[config.mk]
export PLATFORM = sky130hd
export DESIGN_NAME = mem_stage_lsu_flat
export DESIGN_NICKNAME = d
export VERILOG_FILES = /design/src/rtl/mem_stage_lsu_pkg.sv /design/src/rtl/mem_stage_lsu_if.sv /design/src/rtl/mem_stage_lsu_align.sv /design/src/rtl/mem_stage_lsu.sv /design/src/flat_wrapper.sv
export SDC_FILE = /design/constraint.sdc
export NUM_CORES = 1
export LEC_CHECK = 0
export BUFFER_PORTS_ARGS = -buffer_cell sky130_fd_sc_hd__buf_2
export CAP_MARGIN = 20
export CORE_AREA = 2 2 124 126
export CTS_BUF_LIST = sky130_fd_sc_hd__clkbuf_2
export DETAILED_ROUTE_END_ITERATION = 7
export DIE_AREA = 0 0 126 128
export PLACE_DENSITY = 0.66
export SYNTH_ARGS = -nofsm -noshare
export SYNTH_HDL_FRONTEND = slang
export SYNTH_SLANG_ARGS = --single-unit
[constraint.sdc]
create_clock -name clk -period 2.54 [get_ports clk]
set_input_delay 0.254 -clock clk [delete_from_list [all_inputs] [get_ports clk]]
set_output_delay 0.254 -clock clk [all_outputs]
set_load 0.03 [all_outputs]
[src/rtl/mem_stage_lsu_pkg.sv]
// Shared widths, access-size encodings and LSU FSM states for the MEM stage.
package mem_stage_lsu_pkg;

    localparam int unsigned DATA_W     = 32;
    localparam int unsigned ADDR_W     = 32;
    localparam int unsigned REG_ADDR_W = 5;
    localparam int unsigned STRB_W     = DATA_W / 8;

    // funct3[1:0] gives the access size; funct3[2] marks an unsigned load
    typedef enum logic [1:0] {
        SZ_BYTE = 2'b00,
        SZ_HALF = 2'b01,
        SZ_WORD = 2'b10
    } accSize_e;

    typedef enum logic [1:0] {
        IDLE = 2'b00,
        REQ  = 2'b01,
        WAIT = 2'b10,
        DONE = 2'b11
    } lsuState_e;

    function automatic logic isMisaligned(input logic [2:0] funct3, input logic [1:0] addrLo);
        logic mis;
        case (funct3[1:0])
            SZ_BYTE: mis = 1'b0;
            SZ_HALF: mis = addrLo[0];
            default: mis = (addrLo != 2'b00);
        endcase
        return mis;
    endfunction

endpackage

[src/rtl/mem_stage_lsu_if.sv]
// Request/grant/response data-memory bus between the LSU (master) and memory (slave).
interface mem_stage_lsu_if;
    import mem_stage_lsu_pkg::*;

    logic              mem_req;
    logic              mem_we;
    logic [ADDR_W-1:0] mem_addr;
    logic [DATA_W-1:0] mem_wdata;
    logic [STRB_W-1:0] mem_wstrb;
    logic              mem_gnt;
    logic              mem_rvalid;
    logic [DATA_W-1:0] mem_rdata;

    modport master (
        output mem_req, mem_we, mem_addr, mem_wdata, mem_wstrb,
        input  mem_gnt, mem_rvalid, mem_rdata
    );

    modport slave (
        input  mem_req, mem_we, mem_addr, mem_wdata, mem_wstrb,
        output mem_gnt, mem_rvalid, mem_rdata
    );

endinterface

[src/rtl/mem_stage_lsu_align.sv]
// Combinational lane steering: store strobes/replicated data and load lane extraction with extension.
module mem_stage_lsu_align
    import mem_stage_lsu_pkg::*;
(
    input  logic [2:0]        funct3,
    input  logic [1:0]        addrLo,
    input  logic [DATA_W-1:0] storeData,
    input  logic [DATA_W-1:0] rdata,
    output logic [STRB_W-1:0] wstrb,
    output logic [DATA_W-1:0] wdata,
    output logic [DATA_W-1:0] loadData
);

    logic [DATA_W-1:0] laneData;
    logic              signByte;
    logic              signHalf;

    assign laneData = rdata >> {addrLo, 3'b000};
    assign signByte = laneData[7]  & ~funct3[2];
    assign signHalf = laneData[15] & ~funct3[2];

    always_comb begin
        wstrb    = '1;
        wdata    = storeData;
        loadData = laneData;
        case (funct3[1:0])
            SZ_BYTE: begin
                wstrb    = STRB_W'(1) << addrLo;
                wdata    = {(DATA_W/8){storeData[7:0]}};
                loadData = {{(DATA_W-8){signByte}}, laneData[7:0]};
            end
            SZ_HALF: begin
                wstrb    = STRB_W'(3) << addrLo;
                wdata    = {(DATA_W/16){storeData[15:0]}};
                loadData = {{(DATA_W-16){signHalf}}, laneData[15:0]};
            end
            default: begin
                wstrb    = '1;
                wdata    = storeData;
                loadData = rdata;
            end
        endcase
    end

endmodule

[src/rtl/mem_stage_lsu.sv]
// MEM pipeline stage: issues loads/stores on the memory bus, stalls while outstanding,
// and forwards ALU result and writeback control to MEM/WB.
module mem_stage_lsu
    import mem_stage_lsu_pkg::*;
(
    input  logic                  clk,
    input  logic                  rst,
    input  logic                  valid_i,
    input  logic [ADDR_W-1:0]     pc_ex,
    input  logic                  memRead_i,
    input  logic                  memWrite_i,
    input  logic [2:0]            funct3_i,
    input  logic [DATA_W-1:0]     aluResult_i,
    input  logic [DATA_W-1:0]     storeData_i,
    input  logic                  registerWriteEnable_i,
    input  logic                  regSelect_i,
    input  logic [REG_ADDR_W-1:0] rd_i,
    mem_stage_lsu_if.master       mem,
    output logic                  stall_o,
    output logic                  misalign_o,
    output logic [ADDR_W-1:0]     pc_mem,
    output logic                  registerWriteEnable_o,
    output logic                  regSelect_o,
    output logic [DATA_W-1:0]     aluSrc_o,
    output logic [DATA_W-1:0]     rdData_o,
    output logic [REG_ADDR_W-1:0] rd_o
);

    lsuState_e         state;
    logic [DATA_W-1:0] loadData_q;
    logic              doneFlag_q;
    logic [ADDR_W-1:0] donePc_q;

    logic              memOp;
    logic              isLoad;
    logic              misaligned;
    logic              blocked;
    logic              issue;
    logic [DATA_W-1:0] alignedLoad;
    logic [DATA_W-1:0] laneWdata;
    logic [STRB_W-1:0] laneWstrb;

    assign memOp      = valid_i & (memRead_i | memWrite_i);
    assign isLoad     = memRead_i & ~memWrite_i;
    assign misaligned = memOp & isMisaligned(funct3_i, aluResult_i[1:0]);
    // A completed instruction still sitting in EX/MEM must not be re-issued
    assign blocked    = doneFlag_q & valid_i & (pc_ex == donePc_q);
    assign issue      = (state == IDLE) & memOp & ~misaligned & ~blocked;

    mem_stage_lsu_align u_align (
        .funct3    (funct3_i),
        .addrLo    (aluResult_i[1:0]),
        .storeData (storeData_i),
        .rdata     (mem.mem_rdata),
        .wstrb     (laneWstrb),
        .wdata     (laneWdata),
        .loadData  (alignedLoad)
    );

    // Bus transaction sequencing and load-data capture
    always_ff @(posedge clk or negedge rst) begin
        if (!rst) begin
            state      <= IDLE;
            loadData_q <= '0;
            doneFlag_q <= 1'b0;
            donePc_q   <= '0;
        end else begin
            unique case (state)
                IDLE: begin
                    if (!blocked) doneFlag_q <= 1'b0;
                    if (issue) state <= mem.mem_gnt ? WAIT : REQ;
                end
                REQ: begin
                    if (mem.mem_gnt) state <= WAIT;
                end
                WAIT: begin
                    if (mem.mem_rvalid) begin
                        if (isLoad) loadData_q <= alignedLoad;
                        state <= DONE;
                    end
                end
                DONE: begin
                    state      <= IDLE;
                    doneFlag_q <= 1'b1;
                    donePc_q   <= pc_ex;
                end
                default: state <= IDLE;
            endcase
        end
    end

    // Handshake and stall decode; everything is held quiet while reset is asserted
    always_comb begin
        mem.mem_req = 1'b0;
        stall_o     = 1'b0;
        misalign_o  = 1'b0;
        if (rst) begin
            unique case (state)
                IDLE: begin
                    mem.mem_req = issue;
                    stall_o     = issue;
                    misalign_o  = misaligned;
                end
                REQ: begin
                    mem.mem_req = 1'b1;
                    stall_o     = 1'b1;
                end
                WAIT:    stall_o = 1'b1;
                default: stall_o = 1'b0;
            endcase
        end
    end

    assign mem.mem_we    = memWrite_i;
    assign mem.mem_addr  = {aluResult_i[ADDR_W-1:2], 2'b00};
    assign mem.mem_wdata = laneWdata;
    assign mem.mem_wstrb = laneWstrb;

    assign pc_mem                = pc_ex;
    assign registerWriteEnable_o = registerWriteEnable_i & valid_i & ~misalign_o;
    assign regSelect_o           = regSelect_i;
    assign aluSrc_o              = aluResult_i;
    assign rdData_o              = loadData_q;
    assign rd_o                  = rd_i;

endmodule

[src/flat_wrapper.sv]
// flat-port wrapper written by rule: the top's interface ports become plain ports
module mem_stage_lsu_flat import mem_stage_lsu_pkg::*;
  (clk, rst, valid_i, pc_ex, memRead_i, memWrite_i, funct3_i, aluResult_i, storeData_i, registerWriteEnable_i, regSelect_i, rd_i, stall_o, misalign_o, pc_mem, registerWriteEnable_o, regSelect_o, aluSrc_o, rdData_o, rd_o, mem_mem_req, mem_mem_we, mem_mem_addr, mem_mem_wdata, mem_mem_wstrb, mem_mem_gnt, mem_mem_rvalid, mem_mem_rdata);
  mem_stage_lsu_if mem_i ();
  input  logic clk;
  input  logic rst;
  input  logic valid_i;
  input  logic [ADDR_W-1:0] pc_ex;
  input  logic memRead_i;
  input  logic memWrite_i;
  input  logic [2:0] funct3_i;
  input  logic [DATA_W-1:0] aluResult_i;
  input  logic [DATA_W-1:0] storeData_i;
  input  logic registerWriteEnable_i;
  input  logic regSelect_i;
  input  logic [REG_ADDR_W-1:0] rd_i;
  output logic stall_o;
  output logic misalign_o;
  output logic [ADDR_W-1:0] pc_mem;
  output logic registerWriteEnable_o;
  output logic regSelect_o;
  output logic [DATA_W-1:0] aluSrc_o;
  output logic [DATA_W-1:0] rdData_o;
  output logic [REG_ADDR_W-1:0] rd_o;
  output wire logic [$bits(mem_i.mem_req)-1:0] mem_mem_req;
  output wire logic [$bits(mem_i.mem_we)-1:0] mem_mem_we;
  output wire logic [$bits(mem_i.mem_addr)-1:0] mem_mem_addr;
  output wire logic [$bits(mem_i.mem_wdata)-1:0] mem_mem_wdata;
  output wire logic [$bits(mem_i.mem_wstrb)-1:0] mem_mem_wstrb;
  input wire logic [$bits(mem_i.mem_gnt)-1:0] mem_mem_gnt;
  input wire logic [$bits(mem_i.mem_rvalid)-1:0] mem_mem_rvalid;
  input wire logic [$bits(mem_i.mem_rdata)-1:0] mem_mem_rdata;
  assign mem_mem_req = mem_i.mem_req;
  assign mem_mem_we = mem_i.mem_we;
  assign mem_mem_addr = mem_i.mem_addr;
  assign mem_mem_wdata = mem_i.mem_wdata;
  assign mem_mem_wstrb = mem_i.mem_wstrb;
  assign mem_i.mem_gnt = mem_mem_gnt;
  assign mem_i.mem_rvalid = mem_mem_rvalid;
  assign mem_i.mem_rdata = mem_mem_rdata;
  mem_stage_lsu u_core (.clk(clk), .rst(rst), .valid_i(valid_i), .pc_ex(pc_ex), .memRead_i(memRead_i), .memWrite_i(memWrite_i), .funct3_i(funct3_i), .aluResult_i(aluResult_i), .storeData_i(storeData_i), .registerWriteEnable_i(registerWriteEnable_i), .regSelect_i(regSelect_i), .rd_i(rd_i), .mem(mem_i), .stall_o(stall_o), .misalign_o(misalign_o), .pc_mem(pc_mem), .registerWriteEnable_o(registerWriteEnable_o), .regSelect_o(regSelect_o), .aluSrc_o(aluSrc_o), .rdData_o(rdData_o), .rd_o(rd_o));
endmodule
; ---- Word level (Yosys, flattened, before mapping)
; Index checks and enable logic that the tools add are counted.
[totals]
reg_bits = 67
in_bits = 145
out_inout_bits = 175
word_cells = 59
[classes]
n_eq_ne = 9
shift = 3
mux = 17
bitwise = 18
n_reduce_logical = 8
[op_table]
columns = op, count
row1 = $pmux 32 s2, 2
row2 = $eq 32x32->1, 1
row3 = $shr 32x5->16, 1
row4 = $and 1x1->1, 12
row5 = $mux 2, 4
row6 = $pmux 1 s2, 4
row7 = $pmux 2 s4, 1
row8 = $pmux 4 s2, 1
row9 = $ne 2x2->1 const B, 3
row10 = $reduce_and 3->1, 2
row11 = $mux 1, 5
row12 = $not 1->1, 5
row13 = $eq 2x1->1 const B, 2
row14 = $eq 2x2->1 const B, 2
row15 = $logic_not 2->1, 2
row16 = $reduce_bool 2->1, 2
row17 = $shl 1x2->4 const A, 1
row18 = $shl 2x2->4 const A, 1
row19 = $ne 2x1->1 const B, 1
row20 = $reduce_and 2->1, 1
row21 = $reduce_or 2->1, 1
row22 = $or 1x1->1, 1

; ---- Logic depth before layout (Yosys ltp)
[depth]
word_depth = 8
mapped_depth = 8
mapped_depth_nobuf = 7

; ---- Cells and area by module
; From an unflattened synthesis, not the netlist that was laid out.
[unflattened]
hier_cells = 515
hier_area_um2 = 5156.2
[modules_own_cells]
columns = mod, instances, cells_each, area_each_um2, seq_area_each_um2
row1 = mem_stage_lsu, 1, 324, 3819.9, 1676.6
row2 = mem_stage_lsu_align, 1, 191, 1336.3, 0.0

; ---- Worst setup path before layout
; Ideal clock, no wire load.
[synth_timing]
path_type = reg-to-output
from = register u_core.state[0]
to = output port registerWriteEnable_o
arrival_time_ps = 1881
required_ps = 2286
path_slack_ps = 405
path_stages_with_launch = 6
path_buffers = 0
path_cell_list = dfrtp_1 > inv_1 > ha_1 > o2111ai_1 > nor3_1 > nor2_1
[synth_between]
elab_chain_cells = 5
[synth_rtl]
columns = item, line_no
row1 = "start, declared", mem_stage_lsu.sv:29  ; lsuState_e state;
row2 = "start signal, assigned", mem_stage_lsu.sv:71  ; if (issue) state <= mem.mem_gnt ? WAIT : REQ;
row3 = $logic_not 2->1, mem_stage_lsu.sv:98  ; unique case (state)
row4 = $mux 1, mem_stage_lsu.sv:98
row5 = $mux 1, mem_stage_lsu.sv:97  ; if (rst) begin
row6 = via misalign_o, flat_wrapper.sv:18  ; output logic misalign_o;
row7 = $not 1->1, mem_stage_lsu.sv:120  ; assign registerWriteEnable_o = registerWriteEnable_i & valid_i & ~misalign_o;
row8 = $and 1x1->1, mem_stage_lsu.sv:120
row9 = "end, declared", flat_wrapper.sv:20  ; output logic registerWriteEnable_o;
; The timed path passes the listed nets, and every way through them passes these cells.

; ---- Final worst setup path
[layout_timing]
from = register u_core.donePc_q[9]
to = output port stall_o
[layout_between]
elab_chain_cells = 6
[layout_rtl]
columns = item, line_no
row1 = "start, declared", mem_stage_lsu.sv:32  ; logic [ADDR_W-1:0] donePc_q;
row2 = "start signal, assigned", mem_stage_lsu.sv:85  ; donePc_q <= pc_ex;
row3 = $eq 32x32->1, mem_stage_lsu.sv:47  ; assign blocked = doneFlag_q & valid_i & (pc_ex == donePc_q);
row4 = $and 1x1->1, mem_stage_lsu.sv:47
row5 = $not 1->1, mem_stage_lsu.sv:48  ; assign issue = (state == IDLE) & memOp & ~misaligned & ~blocked;
row6 = $and 1x1->1, mem_stage_lsu.sv:48
row7 = $pmux 1 s2, mem_stage_lsu.sv:98
row8 = $mux 1, mem_stage_lsu.sv:97
row9 = "end, declared", flat_wrapper.sv:17  ; output logic stall_o;
; Every way passes these cells.

==> flow_metrics.env <==
export IMPL_rsz0062_at_grt="true"
export IMPL_drtIter0Drc=199
export IMPL_numCtsBuffers=9
export IMPL_synth_cell_types=41
export IMPL_place_inst=824
export IMPL_clk_path_buf_depth=2
export IMPL_dpl_cell_area_sq_um=5350
export IMPL_path_max_fanout=2
export IMPL_num_vias=4335
export IMPL_track_usage_pct=18.3
export IMPL_gp_congestion=0.800
export IMPL_relSlewSlack_pct=35.1
export IMPL_tns_ns=0
export IMPL_first_pass_iters=5
export IMPL_comb_power_share_pct=54.3
export IMPL_startpoint_type="flip-flop"
export IMPL_critPathKind="reg -> out"
export IMPL_power_total_mw=5.60
export IMPL_grt_pass1_vias=4339
export IMPL_p_leak_nw=2.95
export IMPL_die_w_um=126
export IMPL_ys_seq_elements=67
export IMPL_design_area_sq_um=6240
export IMPL_dpl_hpwl_um=10900
export IMPL_cts_root_buf="clkbuf_2"
export IMPL_grt_max_degree=67
export IMPL_finalMaxSlewViolations=0
export IMPL_via_per_inst=4.77
export IMPL_n_fill_cell=1513
export IMPL_cts_tree="yes"
export IMPL_fmax_ghz=0.399
export IMPL_areaGrowthSynthToFinish_pct=27.1
export IMPL_overflow=0
export IMPL_antenna_found_initial=2
export IMPL_seqCellArea_sq_um=1680
export IMPL_power_density_nw_per_um2=898
export IMPL_coreArea_sq_um=14900
export IMPL_hp_class="in -> reg"
export IMPL_slowest_delay_ns=0.45
export IMPL_ir_worst_vdd_mv=0.753
export IMPL_die_area_sq_um=16100
export IMPL_synth_edf_count=0
export IMPL_worst_pin_slew_ns=0.970
export IMPL_end_kind="output port"
export IMPL_synthCells=546
export IMPL_clk_latency_ns=0.56
export IMPL_drive_above_1_share_pct=43.5
export IMPL_worstPathRequired_ns=2.29
export IMPL_synth_warnings=0
export IMPL_internal_power_mw=3.03
export IMPL_ys_async_sr_fraction_pct=100
export IMPL_drc=0
export IMPL_detail_route_antenna_nets=0
export IMPL_switching_share_pct=45.8
export IMPL_syn_area_sq_um=4910
export IMPL_cts_sink_count=67
export IMPL_multiInputGateArea_sq_um=2350
export IMPL_h_tree_depth=3
export IMPL_wl_um=15300
export IMPL_switchingPower_mw=2.57
export IMPL_p_clk_share_pct=10.4
export IMPL_hold_viol_final=0
export IMPL_io_pins=320
export IMPL_synth_flop_cell="dfrtp_1"
export IMPL_row_count=45
export IMPL_layout_nets=865
export IMPL_clk_pin_slew_ns=0.23
export IMPL_max_cap_viol_count=0
export IMPL_fin_crit_ns=2.51
export IMPL_crit_chain="xor2_1 -> nand4b_1 -> nor4_2 -> nand4_1 -> a32o_1 -> buf_6"
export IMPL_die_height_um=128
export IMPL_instances_no_fill=909
export IMPL_start_util_pct=33.0
export IMPL_ys_seq_area_share_pct=34.2
export IMPL_grt_first_pass_wirelength_um=23000
export IMPL_final_setup_viol_count=0
export IMPL_min_period_over_period_pct=98.7
export IMPL_outcome="complete, no violations"
export IMPL_cp_slowest_cell="dfrtp_1"
export IMPL_skew_ns=0.0323
export IMPL_seqPwrFrac_pct=35.3
export IMPL_portBuffers=215
export IMPL_post_drt_wl_per_cell_um=16.8
export IMPL_cp_data_arrival_time_ns=2.25
export IMPL_syn_avg_cell_area_sq_um=8.99
cells in the final DEF (no fill, tap or decap), drive strengths merged, types with 3 or more instances in the layout:
cell,synthesis,layout
nor4,4,4
nor3,5,5
xnor2,27,27
clkbuf,13,9
nand3,3,3
clkinvlp,0,3
a21oi,37,37
o2bb2ai,7,7
ha,5,5
nand4,10,10
o22ai,8,8
nor2,51,51
dfrtp,67,67
inv,14,15
nand2,42,42
buf,123,231
clkinv,0,3
dlygate4sd3,0,62
o21a,7,7
o21ai,32,32
nand2b,7,7
mux2,46,46
mux2i,20,20
cell usage after synthesis, types with 2 or more instances:
cell type | instances | area, sq um
a21oi_1 | 36 | 180
buf_1 | 3 | 11.3
buf_2 | 6 | 30.0
buf_4 | 113 | 848
clkbuf_1 | 13 | 48.8
dfrtp_1 | 67 | 1680
ha_1 | 5 | 62.6
inv_1 | 14 | 52.6
mux2_2 | 46 | 518
mux2i_1 | 20 | 200
nand2_1 | 42 | 158
nand2b_1 | 7 | 43.8
nand3_1 | 3 | 15.0
nand4_1 | 10 | 62.6
nand4b_1 | 2 | 17.5
nor2_1 | 50 | 188
nor3_1 | 5 | 25.0
nor4_1 | 4 | 25.0
o211ai_1 | 2 | 15.0
o21a_1 | 7 | 52.6
o21ai_0 | 31 | 155
o22ai_1 | 8 | 50.1
o2bb2ai_1 | 7 | 61.3
xnor2_1 | 27 | 236
xor2_1 | 2 | 17.5
area by class of cell:
class                      count  share of cell area [%]
multi-input combinational    330                    37.7
sequential                    67                    26.9
timing repair buffer         293                    29.4
tap                          188                    3.77
clock inverter                 7                   0.702
clock buffer                   9                   0.722
antenna                        1                  0.0401
inverter                      14                   0.843
power by group through the flow:
stage	Sequential, mW	Combinational [mW]	Clock [mW]
6_report	1.98	3.04	0.580
5_1_grt	2.05	3.30	0.640
4_1_cts	1.95	2.99	0.604
3_5_place_dp	1.96	2.81	0
3_3_place_gp	1.94	2.78	0
2_1_floorplan	2.43	1.75	0
layer usage:
layer  global-route usage, %  part of all wire [%]  vias to the layer above
met5                       0                 0.085                        -
met4                    8.08                   2.9                        2
met3                    5.63                   7.6                       45
met2                    28.9                    47                      164
met1                    23.1                    42                     2037
li1                        -                     -                     2087
registers in the layout (all words and copies together) (netlist names):
signal / flops
u_core.state: 2
u_core.donePc_q: 32
u_core.doneFlag_q: 1
u_core.rdData_o: 32
what timing repair did:
| item | 4_1_cts | 5_1_grt |
|---|---|---|
| buffers inserted | 4 | 2 |
| endpoints found under the setup margin | 2 | 4 |
| pin swaps | 14 | 5 |
| hold endpoints to repair | 127 | 0 |
| resized for setup | 13 | 8 |
| hold buffers | 62 | 0 |
path summary, 6_finish.rpt:
kind | start | end | slack, ns | cells past startpoint
setup / recovery | u_core.donePc_q[9]$_DFFE_PN0P_ | stall_o | 0.03 | 6
hold / removal | mem_mem_rdata[13] | u_core.rdData_o[13]$_DFFE_PN0P_ | 0.07 | 4
setup reg to reg | u_core.donePc_q[17]$_DFFE_PN0P_ | u_core.state[0]$_DFFE_PN0P_ | 0.54 | 7
hold reg to reg | u_core.rdData_o[0]$_DFFE_PN0P_ | u_core.rdData_o[0]$_DFFE_PN0P_ | 0.52 | 2
max in group asynchronous | rst | u_core.rdData_o[25]$_DFFE_PN0P_ | 0.87 | 4
min in group asynchronous | rst | u_core.doneFlag_q$_DFFE_PN0P_ | 0.59 | 3
through the flow:
stage	util [%]	hold slack, ns	worst slack (ns)
3_5_place_dp	36.0	0.0559	0.552
6_report	42.0	0.0708	0.0334
2_1_floorplan	-	-0.0416	0.405
4_1_cts	41.5	0.00452	-0.00707
5_1_grt	42.0	0.0296	-0.105
3_3_place_gp	36.0	0.0540	0.572
worst max-delay path: cells and delay by family, from the launching register on:
| family | cells | cell delay [ns] |
|---|---|---|
| simple gates | 3 | 0.67 |
| xor+xnor | 1 | 0.16 |
| flops | 1 | 0.45 |
| compound gates | 1 | 0.27 |
| buf+inv | 1 | 0.14 |
cells by family (layout without fill, tap and decap cells):
kind of cell,count (synthesis),count (layout),synth area share [%]
AOI/OAI and AO/OA,100,100,12.2
xor gates and xnor gates,29,29,5.18
adders and majority gates,5,5,1.27
buffers and inverters,150,323,20.4
DFF,67,67,34.2
muxes,67,67,15.1
other,1,3,0.0764
and+or+nand+nor,127,127,11.6
Power figures use the tool's default switching activity.
